`src/rtl/fft_pkg.sv`:
```
// Shared definitions for the streaming FFT datapath: component widths and a
// complex-word split/pack helper. The twiddle multiplier and the twiddle ROM
// use this package too.
package fft_pkg;

  localparam int unsigned DATA_W = 12;          // bits per real/imag component
  localparam int unsigned FRAC_W = 10;          // fractional bits, Q(12.10)
  localparam int unsigned CPLX_W = 2 * DATA_W;  // packed complex word {re, im}

  typedef struct packed {
    logic signed [DATA_W-1:0] re;
    logic signed [DATA_W-1:0] im;
  } cplx_t;

  function automatic cplx_t cplx_split(input logic [CPLX_W-1:0] word);
    cplx_t c;
    c.re = word[CPLX_W-1:DATA_W];
    c.im = word[DATA_W-1:0];
    return c;
  endfunction

  function automatic logic [CPLX_W-1:0] cplx_pack(input cplx_t c);
    return {c.re, c.im};
  endfunction

endpackage

```
`src/rtl/sdf_delay_line.sv`:
```
// Feedback delay line of an SDF stage: a DEPTH-deep shift register of complex
// words. head is the oldest word, i.e. the one leaving on the next shift.
//
// Ports:
//   clk       clock, rising edge
//   clr       synchronous clear of all words
//   shift_en  shift din in and advance the line by one word
//   din       word entering the line
//   head      oldest word in the line
module sdf_delay_line
  import fft_pkg::*;
#(
  parameter int unsigned DEPTH = 4,
  parameter int unsigned WIDTH = CPLX_W
) (
  input  logic             clk,
  input  logic             clr,
  input  logic             shift_en,
  input  logic [WIDTH-1:0] din,
  output logic [WIDTH-1:0] head
);

  logic [WIDTH-1:0] mem_q [DEPTH];

  always_ff @(posedge clk) begin
    if (clr) begin
      for (int i = 0; i < DEPTH; i++) mem_q[i] <= '0;
    end else if (shift_en) begin
      mem_q[0] <= din;
      for (int i = 1; i < DEPTH; i++) mem_q[i] <= mem_q[i-1];
    end
  end

  assign head = mem_q[DEPTH-1];

endmodule

```
`src/rtl/r2sdf_bfly_stage.sv`:
```
// Radix-2 single-path delay-feedback butterfly stage (decimation in frequency).
// First half of a frame (FILL) parks samples in the delay line and emits the
// previous frame's differences; second half (BFLY) emits (a+b)/2 and parks
// (a-b)/2. Outputs are registered one cycle after the accepted sample.
//
// Build option: define R2SDF_ROUND_EN for round-half-up halving instead of
// truncation toward -inf. Timing is identical in both builds.
//
// Ports:
//   clk        clock, rising edge
//   rst        synchronous active-high reset
//   in_valid   in_data valid; stage advances only when high
//   in_data    complex sample {re, im}, signed Q(12.10)
//   out_valid  out_data/tw_addr/tw_en valid
//   out_data   butterfly result {re, im}, to twiddle multiplier C operand
//   tw_addr    twiddle index k for W_(2*DELAY)^k
//   tw_en      1 = difference term (apply W^k), 0 = sum term (k = 0)
module r2sdf_bfly_stage #(
  parameter int unsigned DELAY  = 4,
  parameter int unsigned DATA_W = fft_pkg::DATA_W
) (
  input  logic                     clk,
  input  logic                     rst,
  input  logic                     in_valid,
  input  logic [2*DATA_W-1:0]      in_data,
  output logic                     out_valid,
  output logic [2*DATA_W-1:0]      out_data,
  output logic [$clog2(DELAY)-1:0] tw_addr,
  output logic                     tw_en
);

  localparam int unsigned CW    = 2 * DATA_W;
  localparam int unsigned AW    = $clog2(DELAY);
  localparam int unsigned CNT_W = $clog2(2 * DELAY);

`ifdef R2SDF_ROUND_EN
  localparam logic [DATA_W:0] Rnd = (DATA_W + 1)'(1);
`else
  localparam logic [DATA_W:0] Rnd = '0;
`endif

  logic [CNT_W-1:0] cnt_q, cnt_d;
  logic             primed_q, primed_d;
  logic             valid_q, valid_d;
  logic [CW-1:0]    data_q, data_d;
  logic [AW-1:0]    addr_q, addr_d;
  logic             en_q, en_d;

  logic          bfly;
  logic [CW-1:0] head, line_din, sum_w, dif_w;
  logic [DATA_W:0] a_re, a_im, b_re, b_im;
  logic [DATA_W:0] sum_re, sum_im, dif_re, dif_im;

  assign bfly = cnt_q[CNT_W-1];

  // Sign-extend to DATA_W+1 so the sum/difference cannot overflow before halving.
  assign a_re = {head[CW-1], head[CW-1:DATA_W]};
  assign a_im = {head[DATA_W-1], head[DATA_W-1:0]};
  assign b_re = {in_data[CW-1], in_data[CW-1:DATA_W]};
  assign b_im = {in_data[DATA_W-1], in_data[DATA_W-1:0]};

  assign sum_re = a_re + b_re + Rnd;
  assign sum_im = a_im + b_im + Rnd;
  assign dif_re = a_re - b_re + Rnd;
  assign dif_im = a_im - b_im + Rnd;

  // Dropping bit 0 is the arithmetic shift right by one.
  assign sum_w = {sum_re[DATA_W:1], sum_im[DATA_W:1]};
  assign dif_w = {dif_re[DATA_W:1], dif_im[DATA_W:1]};

  assign line_din = bfly ? dif_w : in_data;

  sdf_delay_line #(
    .DEPTH (DELAY),
    .WIDTH (CW)
  ) u_line (
    .clk      (clk),
    .clr      (rst),
    .shift_en (in_valid),
    .din      (line_din),
    .head     (head)
  );

  always_comb begin
    cnt_d    = cnt_q;
    primed_d = primed_q;
    valid_d  = 1'b0;
    data_d   = data_q;
    addr_d   = addr_q;
    en_d     = en_q;
    if (in_valid) begin
      cnt_d = cnt_q + 1'b1;  // 2*DELAY is a power of two, so this wraps naturally
      if (cnt_q == '1) primed_d = 1'b1;
      valid_d = primed_q | bfly;
      if (bfly) begin
        data_d = sum_w;
        addr_d = '0;
        en_d   = 1'b0;
      end else begin
        data_d = head;
        addr_d = cnt_q[AW-1:0];
        en_d   = 1'b1;
      end
    end
  end

  always_ff @(posedge clk) begin
    if (rst) begin
      cnt_q    <= '0;
      primed_q <= 1'b0;
      valid_q  <= 1'b0;
      data_q   <= '0;
      addr_q   <= '0;
      en_q     <= 1'b0;
    end else begin
      cnt_q    <= cnt_d;
      primed_q <= primed_d;
      valid_q  <= valid_d;
      data_q   <= data_d;
      addr_q   <= addr_d;
      en_q     <= en_d;
    end
  end

  assign out_valid = valid_q;
  assign out_data  = data_q;
  assign tw_addr   = addr_q;
  assign tw_en     = en_q;

endmodule

```
`config.mk`:
```
export PLATFORM = sky130hd
export DESIGN_NAME = r2sdf_bfly_stage
export DESIGN_NICKNAME = d
export VERILOG_FILES = /design/src/rtl/fft_pkg.sv /design/src/rtl/sdf_delay_line.sv /design/src/rtl/r2sdf_bfly_stage.sv
export SDC_FILE = /design/constraint.sdc
export NUM_CORES = 1
export LEC_CHECK = 0
export BUFFER_PORTS_ARGS = -buffer_cell sky130_fd_sc_hd__buf_4
export CAP_MARGIN = 20
export CORE_MARGIN = 2
export CORE_UTILIZATION = 40
export CTS_CLUSTER_DIAMETER = 50
export DETAILED_ROUTE_END_ITERATION = 7
export HOLD_SLACK_MARGIN = 0.12
export PLACE_DENSITY = 0.57
export SYNTH_ARGS = -nofsm -noshare
export SYNTH_HDL_FRONTEND = slang
export SYNTH_SLANG_ARGS = --single-unit
```
`constraint.sdc`:
```
create_clock -name clk -period 3.6 [get_ports clk]
set_input_delay 0.54 -clock clk [delete_from_list [all_inputs] [get_ports clk]]
set_output_delay 0.54 -clock clk [all_outputs]
set_load 0.05 [all_outputs]
```
Word level (Yosys, flattened, before mapping)
Memory sizes are Yosys's and may differ from the RTL's.
Cells that the tools add are included.

cells by class
  $add $sub $neg = 5
  muxes and demuxes = 13
  bitwise gates (word level) = 6
  equal/unequal tests = 1
  reduce and logical (&&, ||, !) cells = 2

operators with widths
  kind                                                            number
  24-bit 2-to-1 mux                                               6
  12-bit by 12-bit adder with 13-bit output                       2
  12-bit by 12-bit subtractor with 13-bit output                  2
  1-bit 2-to-1 mux                                                6
  1-bit bitwise OR                                                5
  3-bit by 1-bit adder with 3-bit output (second input constant)  1
  3-bit equality test (second input constant)                     1
  2-bit 2-to-1 mux                                                1
  2-bit AND reduction                                             1
  2-bit OR reduction                                              1
  1-bit NOT                                                       1

word-level totals
  memories kept = 1
  input port bits = 27
  bits in registers = 32
  RAM bits = 96
  word-level logic and storage cells = 34

memories
  memory        depth  width  rd ports  clocked after memory_dff  write ports  line                  source
  u_line.mem_q  4      24     4         0                         4            sdf_delay_line.sv:23  logic [WIDTH-1:0] mem_q [DEPTH];

Longest topological paths before layout
Gate-level depths: netlist (run 1).

  word-level depth = 4
  gate-level depth with buffers = 9

Modules after synthesis
Synthesis (run 1) repeated with hierarchy kept, for this count alone.

unflattened totals
  cells, all modules = 735
  area total of the unflattened synthesis = 7771.2 um^2

modules (own cells, without submodules)
  module            instances  area an instance (um^2)  sequential area each (um^2)  cells an instance
  sdf_delay_line    1          3966.3                   2882.8                       213
  r2sdf_bfly_stage  1          3804.9                   640.6                        522

Worst setup path before layout (run 1)
No wires, ideal clock.

  kind = input to register
  start = in rst
  end = mem u_line.mem_q[0][0] (netlist bit), enable pin
  data required time = 3151 ps
  data arrival time = 2825 ps
  path slack = 326 ps
  setup time = 449 ps
  stages on the path = 3
  path through = clkbuf_1 nor2_1 inv_1

RTL lines
  item         line                    source
  from (decl)  r2sdf_bfly_stage.sv:23  input logic rst,
  to (decl)    sdf_delay_line.sv:23

==> reports/metrics.cfg, run 1 <==
[finish]
nNetsFinal=840
insertedDiodeCount=0
stdcell_count=1005
final_cell_mix=96 x edfxtp_1, 76 x and2_1, 69 x nor2_1, 65 x buf_4, 55 x a21oi_1
utilization_pct=47.69
final_layout_size_suffix_gt1_share_pct=14.43
final_common_cell=edfxtp_1
area_growth_pct=16.80

[power_and_ir_drop]
vdd_drop_max_uv=322.3
leakage_uw=0.003567
cellPowerDensity_nw_per_um2=489.2

[setup_path]
arrival_ps=2700
reg2reg_slack_ps=1060
reg2reg_depth=8
critPathLaunchType=flip-flop
required_ps=3760
cp-end-kind=flip-flop
worst-path-max-fanout=5
crit_type=reg -> reg

[sta]
fin_skew_ps=5.917
worstMarginPinSlew_ps=1002
setup_viol=0
rsz0062_at_grt=false
finalCriticalPeriod_ps=2545
hold_ws_ps=450.1
slew_violations=0
finalSetupTns_ps=0
slew-limit-headroom_pct=33.21
fmax_ghz=0.3930
finalHoldViolCount=0
final.period_utilization_pct=70.68

[clock_tree]
clk_pin_slew_ps=60
cts_tree=built
cts_hold_buffers=0
cts_num_sinks=128
postCtsResizedCells=0
clkLatencyLatePin_ps=420
root_buffer=clkbuf_16
cts_buffers=17
clock_path_buffers=2
post-cts-setup-buffers=0
htreeDepth=4

[routing]
routed_wirelength_um=17070
via_per_inst=5.381
wl_per_cell_um=16.99
drt_first_pass_iters=5
drc=0
num_vias=5408
drt_iter0_markers=396
ant_nets=0

[die]
core_area_um2=17960
start_util_pct=40.83
die-area_um2=19440
fp.dieW_um=139.4
rows=49
die_y_um=139.4
ios=55

[yosys]
synthCells=723
synth_fp_nets=800
ys_types=62
synth_area_leader_cell=edfxtp_1
postSynthRegisterBits=128
syn_area_per_cell_um2=10.14
netlist_area_um2=7335
ys_seq_area_share_pct=48.04
synthArstFlopShare_pct=0
synth.top_cell.area_share_pct=39.30
ys.flop_type=edfxtp_1
synthTopCellsByArea=edfxtp_1 39%, dfxtp_1 8.7%, ha_1 7.8%
synth_edf_count=96
yosys_warnings=0

[flow_run]
cap_viol_max_count=0

[grt]
antenna_found_initial=1
overflow=0
grt_first_pass_wirelength_um=27690
grt_use_total_pct=18.05
grt_max_degree=92
grt_pass1_vias=5179

[placement]
gp_congestion=0.8505
dp_cells=973
io_buffers=54
post-dp-hpwl_um=11400

[hold_path]
hp-class=in -> reg
hold_path_depth=2

[status]
status=finished, final reports clean

## per-stage QoR
step / area, um2 / setup WS [ps] / total power [uW]
floorplan: 7335 / 326.0 / 2185
global placement: 7933 / 884.1 / 2344
detailed placement: 7933 / 790.5 / 2356
CTS: 8567 / 1071 / 4230
global route: 8567 / 882.9 / 4369
finish: 8567 / 1055 / 4191
## synth_stat cells (2+ instances only)
cell,instances
edfxtp_1,96
and2_1,76
nor2_1,69
a21oi_1,55
ha_1,46
inv_1,43
dfxtp_1,32
clkbuf_1,31
o21ai_0,31
nor2b_1,24
nand2_1,23
xnor2_1,21
mux2i_1,17
a211oi_1,14
nand3_1,13
nor3_1,10
nand2b_1,9
buf_2,8
o31ai_1,8
o21a_1,7
o22ai_1,7
o21bai_1,6
or3_1,6
a21o_1,4
a31oi_1,4
a32oi_1,4
fa_1,4
mux2_2,4
o21ai_1,4
buf_1,3
xor2_1,3
a211o_1,2
a221o_1,2
a221oi_2,2
and3_1,2
nor3b_1,2
nor4_1,2
o2111ai_1,2
o221ai_1,2
o31a_1,2
or4_1,2
## power by group
part	internal [uW]	total, uW	switching [uW]	leakage (uW)
Clock	1170	1870	695	0.000308
Sequential	1680	1720	41.3	0.00132
Combinational	231	604	373	0.00193
Total	3080	4190	1110	0.00357
## cell families after synthesis
kind of cell,synth area share (%)
AND/OR/NAND/NOR,17.45
XOR/XNOR,2.866
multiplexers,2.934
AO/OA/AOI/OAI,14.98
adder cells (fa/ha/maj),8.939
flip-flops,48.04
buffers and inverters,4.793
## final cells by class
cell class	instances	area (um2)
fill	1696	9397
sequential	128	3525
multi-input combinational	507	3467
timing repair buffer	65	488.0
clock buffer	17	425.4
tap	229	286.5
clock inverter	15	209.0
inverter	44	166.4
## critical path, cell delays in order (launching register included)
cell	delay [ps]
edfxtp_1	470
inv_1	90
fa_1	410
nor2b_1	220
o31a_1	240
o32ai_2	130
o31ai_1	400
mux2i_1	230
o31ai_1	80
## path summary, 6_finish.rpt
kind                                                  startpoint                               end
worst max-delay path            u_line.mem_q[3][1]$_SDFFCE_PN0P_  u_line.mem_q[0][9]$_SDFFCE_PN0P_
worst min-delay path                                    in_valid         out_data[12]$_SDFFE_PP0P_
worst max register to register  u_line.mem_q[3][1]$_SDFFCE_PN0P_  u_line.mem_q[0][9]$_SDFFCE_PN0P_
worst min register to register          out_data[6]$_SDFFE_PP0P_          out_data[6]$_SDFFE_PP0P_
## registers in the layout, summed over array words and instances, names as in the netlist
register      count
out_valid         1
primed_q          1
out_data         24
u_line.mem_q     96
tw_en             1
cnt_q             3
tw_addr           2
## per-layer routing
metal	vias up	GRT usage, %	part of all wire [%]
li1	2634	-	-
met1	2620	25.98	50
met2	139	27.35	44
met3	15	3.820	4.3
met4	0	5.582	1.1
met5	-	0	0
Note: power is estimated with default switching activity, not from simulation.
==> run 2, diff against run 1 <==
Settings changed: PLACE_DENSITY 0.57 to 0.59.
Clock period 3.6 ns to 2.3 ns, I/O delays scaled along.
==> run 2 against run 1 <==
Compared with the run above: final cell count grew 3.5%; register-to-register slack lost 1000 ps; sequential power grew 57%; worst hold slack lost 180 ps; wire length grew 4.6%; global-route usage grew 0.77 points; critical endpoint unchanged; highest routed layer unchanged.
==> reports/metrics.cfg, run 2 (same netlist as run 1, synthesis figures left out) <==
[status]
status=finished, final reports clean  ; unchanged

[finish]
final_layout_size_suffix_gt1_share_pct=20.47  ; was 14.43%
largest_reg_flops=96  ; unchanged
area_growth_pct=21.75  ; was 16.80%
nNetsFinal=875  ; was 840
final_common_cell=buf_4  ; was edfxtp_1
final_cell_mix=98 x buf_4, 96 x edfxtp_1, 75 x and2_1, 67 x nor2_1, 55 x a21oi_1  ; was 96 x edfxtp_1, 76 x and2_1, 69 x nor2_1, 65 x buf_4, 55 x a21oi_1
insertedDiodeCount=0  ; unchanged
top_register=u_line.mem_q  ; unchanged

[sta]
fmax_ghz=0.4463  ; was 0.3930 GHz
slew-limit-headroom_pct=66.07  ; was 33.21%
finalCriticalPeriod_ps=2241  ; was 2545 ps
worstMarginPinSlew_ps=508.9  ; was 1002 ps
hold_ws_ps=268.9  ; was 450.1 ps
finalHoldViolCount=0  ; unchanged
slew_violations=0  ; unchanged
final.period_utilization_pct=97.43  ; was 70.68%
fin_skew_ps=5.939  ; was 5.917 ps
setup_viol=0  ; unchanged
finalSetupTns_ps=0  ; unchanged
rsz0062_at_grt=true  ; was false

[grt]
antenna_found_initial=0  ; was 1
grt_max_degree=92  ; unchanged
overflow=0  ; unchanged
grt_use_total_pct=18.82  ; was 18.05%
grt_pass1_vias=5370  ; was 5,179
grt_first_pass_wirelength_um=29000  ; was 27,690 um

[die]
core_area_um2=17960  ; unchanged
start_util_pct=40.83  ; unchanged
rows=49  ; unchanged
die-area_um2=19440  ; unchanged
ios=55  ; unchanged
fp.dieW_um=139.4  ; unchanged
die_y_um=139.4  ; unchanged

[routing]
wl_per_cell_um=17.17  ; was 16.99 um
via_per_inst=5.334  ; was 5.381
ant_nets=0  ; unchanged
num_vias=5547  ; was 5,408
drt_iter0_markers=352  ; was 396
drt_first_pass_iters=5  ; unchanged
drc=0  ; unchanged
routed_wirelength_um=17850  ; was 17,070 um

[setup_path]
crit_type=reg -> reg  ; unchanged
worst-path-max-fanout=3  ; was 5
cp-end-kind=flip-flop  ; unchanged
cp_cell_sequence=nor2b_1, fa_1, nor2b_2, o31a_1, o32ai_2, o31ai_2, mux2i_1, o31ai_1  ; was inv_1, fa_1, nor2b_1, o31a_1, o32ai_2, o31ai_1, mux2i_1, o31ai_1
cpPeakStageDelay_ps=420  ; was 470 ps
cp_top_family=compound AO/OA/AOI/OAI gates  ; unchanged
required_ps=2470  ; was 3760 ps
slowest_stage=edfxtp_1  ; unchanged
cp.buffers_inverters=0  ; was 1
critPathLaunchType=flip-flop  ; unchanged
arrival_ps=2410  ; was 2700 ps

[clock_tree]
cts_num_sinks=128  ; unchanged
clkLatencyLatePin_ps=420  ; about the same
clk_pin_slew_ps=60  ; about the same
cts_tree=built  ; unchanged
cts_buffers=17  ; unchanged
htreeDepth=4  ; unchanged
root_buffer=clkbuf_16  ; unchanged
clock_path_buffers=2  ; unchanged

[placement]
gp_congestion=0.8836  ; was 0.8505
post-dp-hpwl_um=12110  ; was 11,400 um
io_buffers=54  ; unchanged

[hold_path]
hp-class=in -> reg  ; unchanged

[power_and_ir_drop]
vdd_drop_max_uv=579.0  ; was 322.3 uV
power.total_uw=6474  ; was 4191 uW
cellPowerDensity_nw_per_um2=725.0  ; was 489.2 nW/um2
leakage_uw=0.003725  ; was 0.003567 uW

[flow_run]
cap_viol_max_count=0  ; unchanged

-- run 2: cell count changes in the layout (fill, tap and decap cells not counted), moves of 2 or more --
cell / delta
fa_2: +2
o21ai_2: +2
nor2_1: -2
ha_4: +4
buf_12: +2
buf_4: +33
bufinv_16: -2
clkinvlp_4: +3
fa_1: -2
ha_2: +2
ha_1: -6
-- run 2: timing repair --
action,CTS,global route
pin swaps,2,5
hold buffers,0,0
setup endpoints to repair,2,19
resized for setup,2,19
hold endpoints to repair,0,0
setup buffers,1,3
-- run 2: final timing paths --
check / startpoint / endpoint / slack (ps) / depth (start not counted)
worst min register to register: out_data[6]$_SDFFE_PP0P_ / out_data[6]$_SDFFE_PP0P_ / 450 / 2
worst max-delay path: u_line.mem_q[3][0]$_SDFFCE_PN0P_ / u_line.mem_q[0][9]$_SDFFCE_PN0P_ / 60 / 8
worst max register to register: u_line.mem_q[3][0]$_SDFFCE_PN0P_ / u_line.mem_q[0][9]$_SDFFCE_PN0P_ / 60 / 8
worst min-delay path: in_data[5] / u_line.mem_q[0][5]$_SDFFCE_PN0P_ / 270 / 3
-- run 2: tightest hold or removal path, delay by kind of cell --
kind                   cells  cell delay (ps)
buffers and inverters      1              100
AO/OA/AOI/OAI              1               70
AND/OR/NAND/NOR            1               60
-- run 2: cell type report --
| type | instances | area [um2] |
|---|---|---|
| tap | 229 | 286.5 |
| multi-input combinational | 507 | 3587 |
| fill | 1646 | 9034 |
| sequential | 128 | 3525 |
| timing repair buffer | 100 | 775.7 |
| inverter | 44 | 168.9 |
| clock inverter | 14 | 157.7 |
| clock buffer | 18 | 429.2 |
-- run 2: metal layers --
layer | GRT usage, % | up-vias | routed length (um)
met5 | 0 | - | 0
met4 | 6.167 | 0 | 274
met3 | 4.164 | 22 | 622
met2 | 29.51 | 105 | 8284
met1 | 25.98 | 2709 | 8671
li1 | - | 2711 | -
-- run 2: where the power goes --
group | internal, uW | leakage (uW) | total [uW] | switching [uW]
Combinational | 447 | 0.00212 | 1070 | 622
Clock | 1610 | 0.000277 | 2710 | 1100
Sequential | 2630 | 0.00132 | 2700 | 65.5
-- run 2: metrics by stage --
stage                     util, %  worst slack (ps)  std cells  instance area, um2
after floorplan                 -            -201.1        723                7377
after global placement      45.65            -94.48       1004                8200
after detailed placement    45.65            -121.1       1004                8200
after CTS                   49.00             27.60       1037                8802
after global routing        49.71            -55.90       1040                8930
final                       49.71             59.17       1040                8930
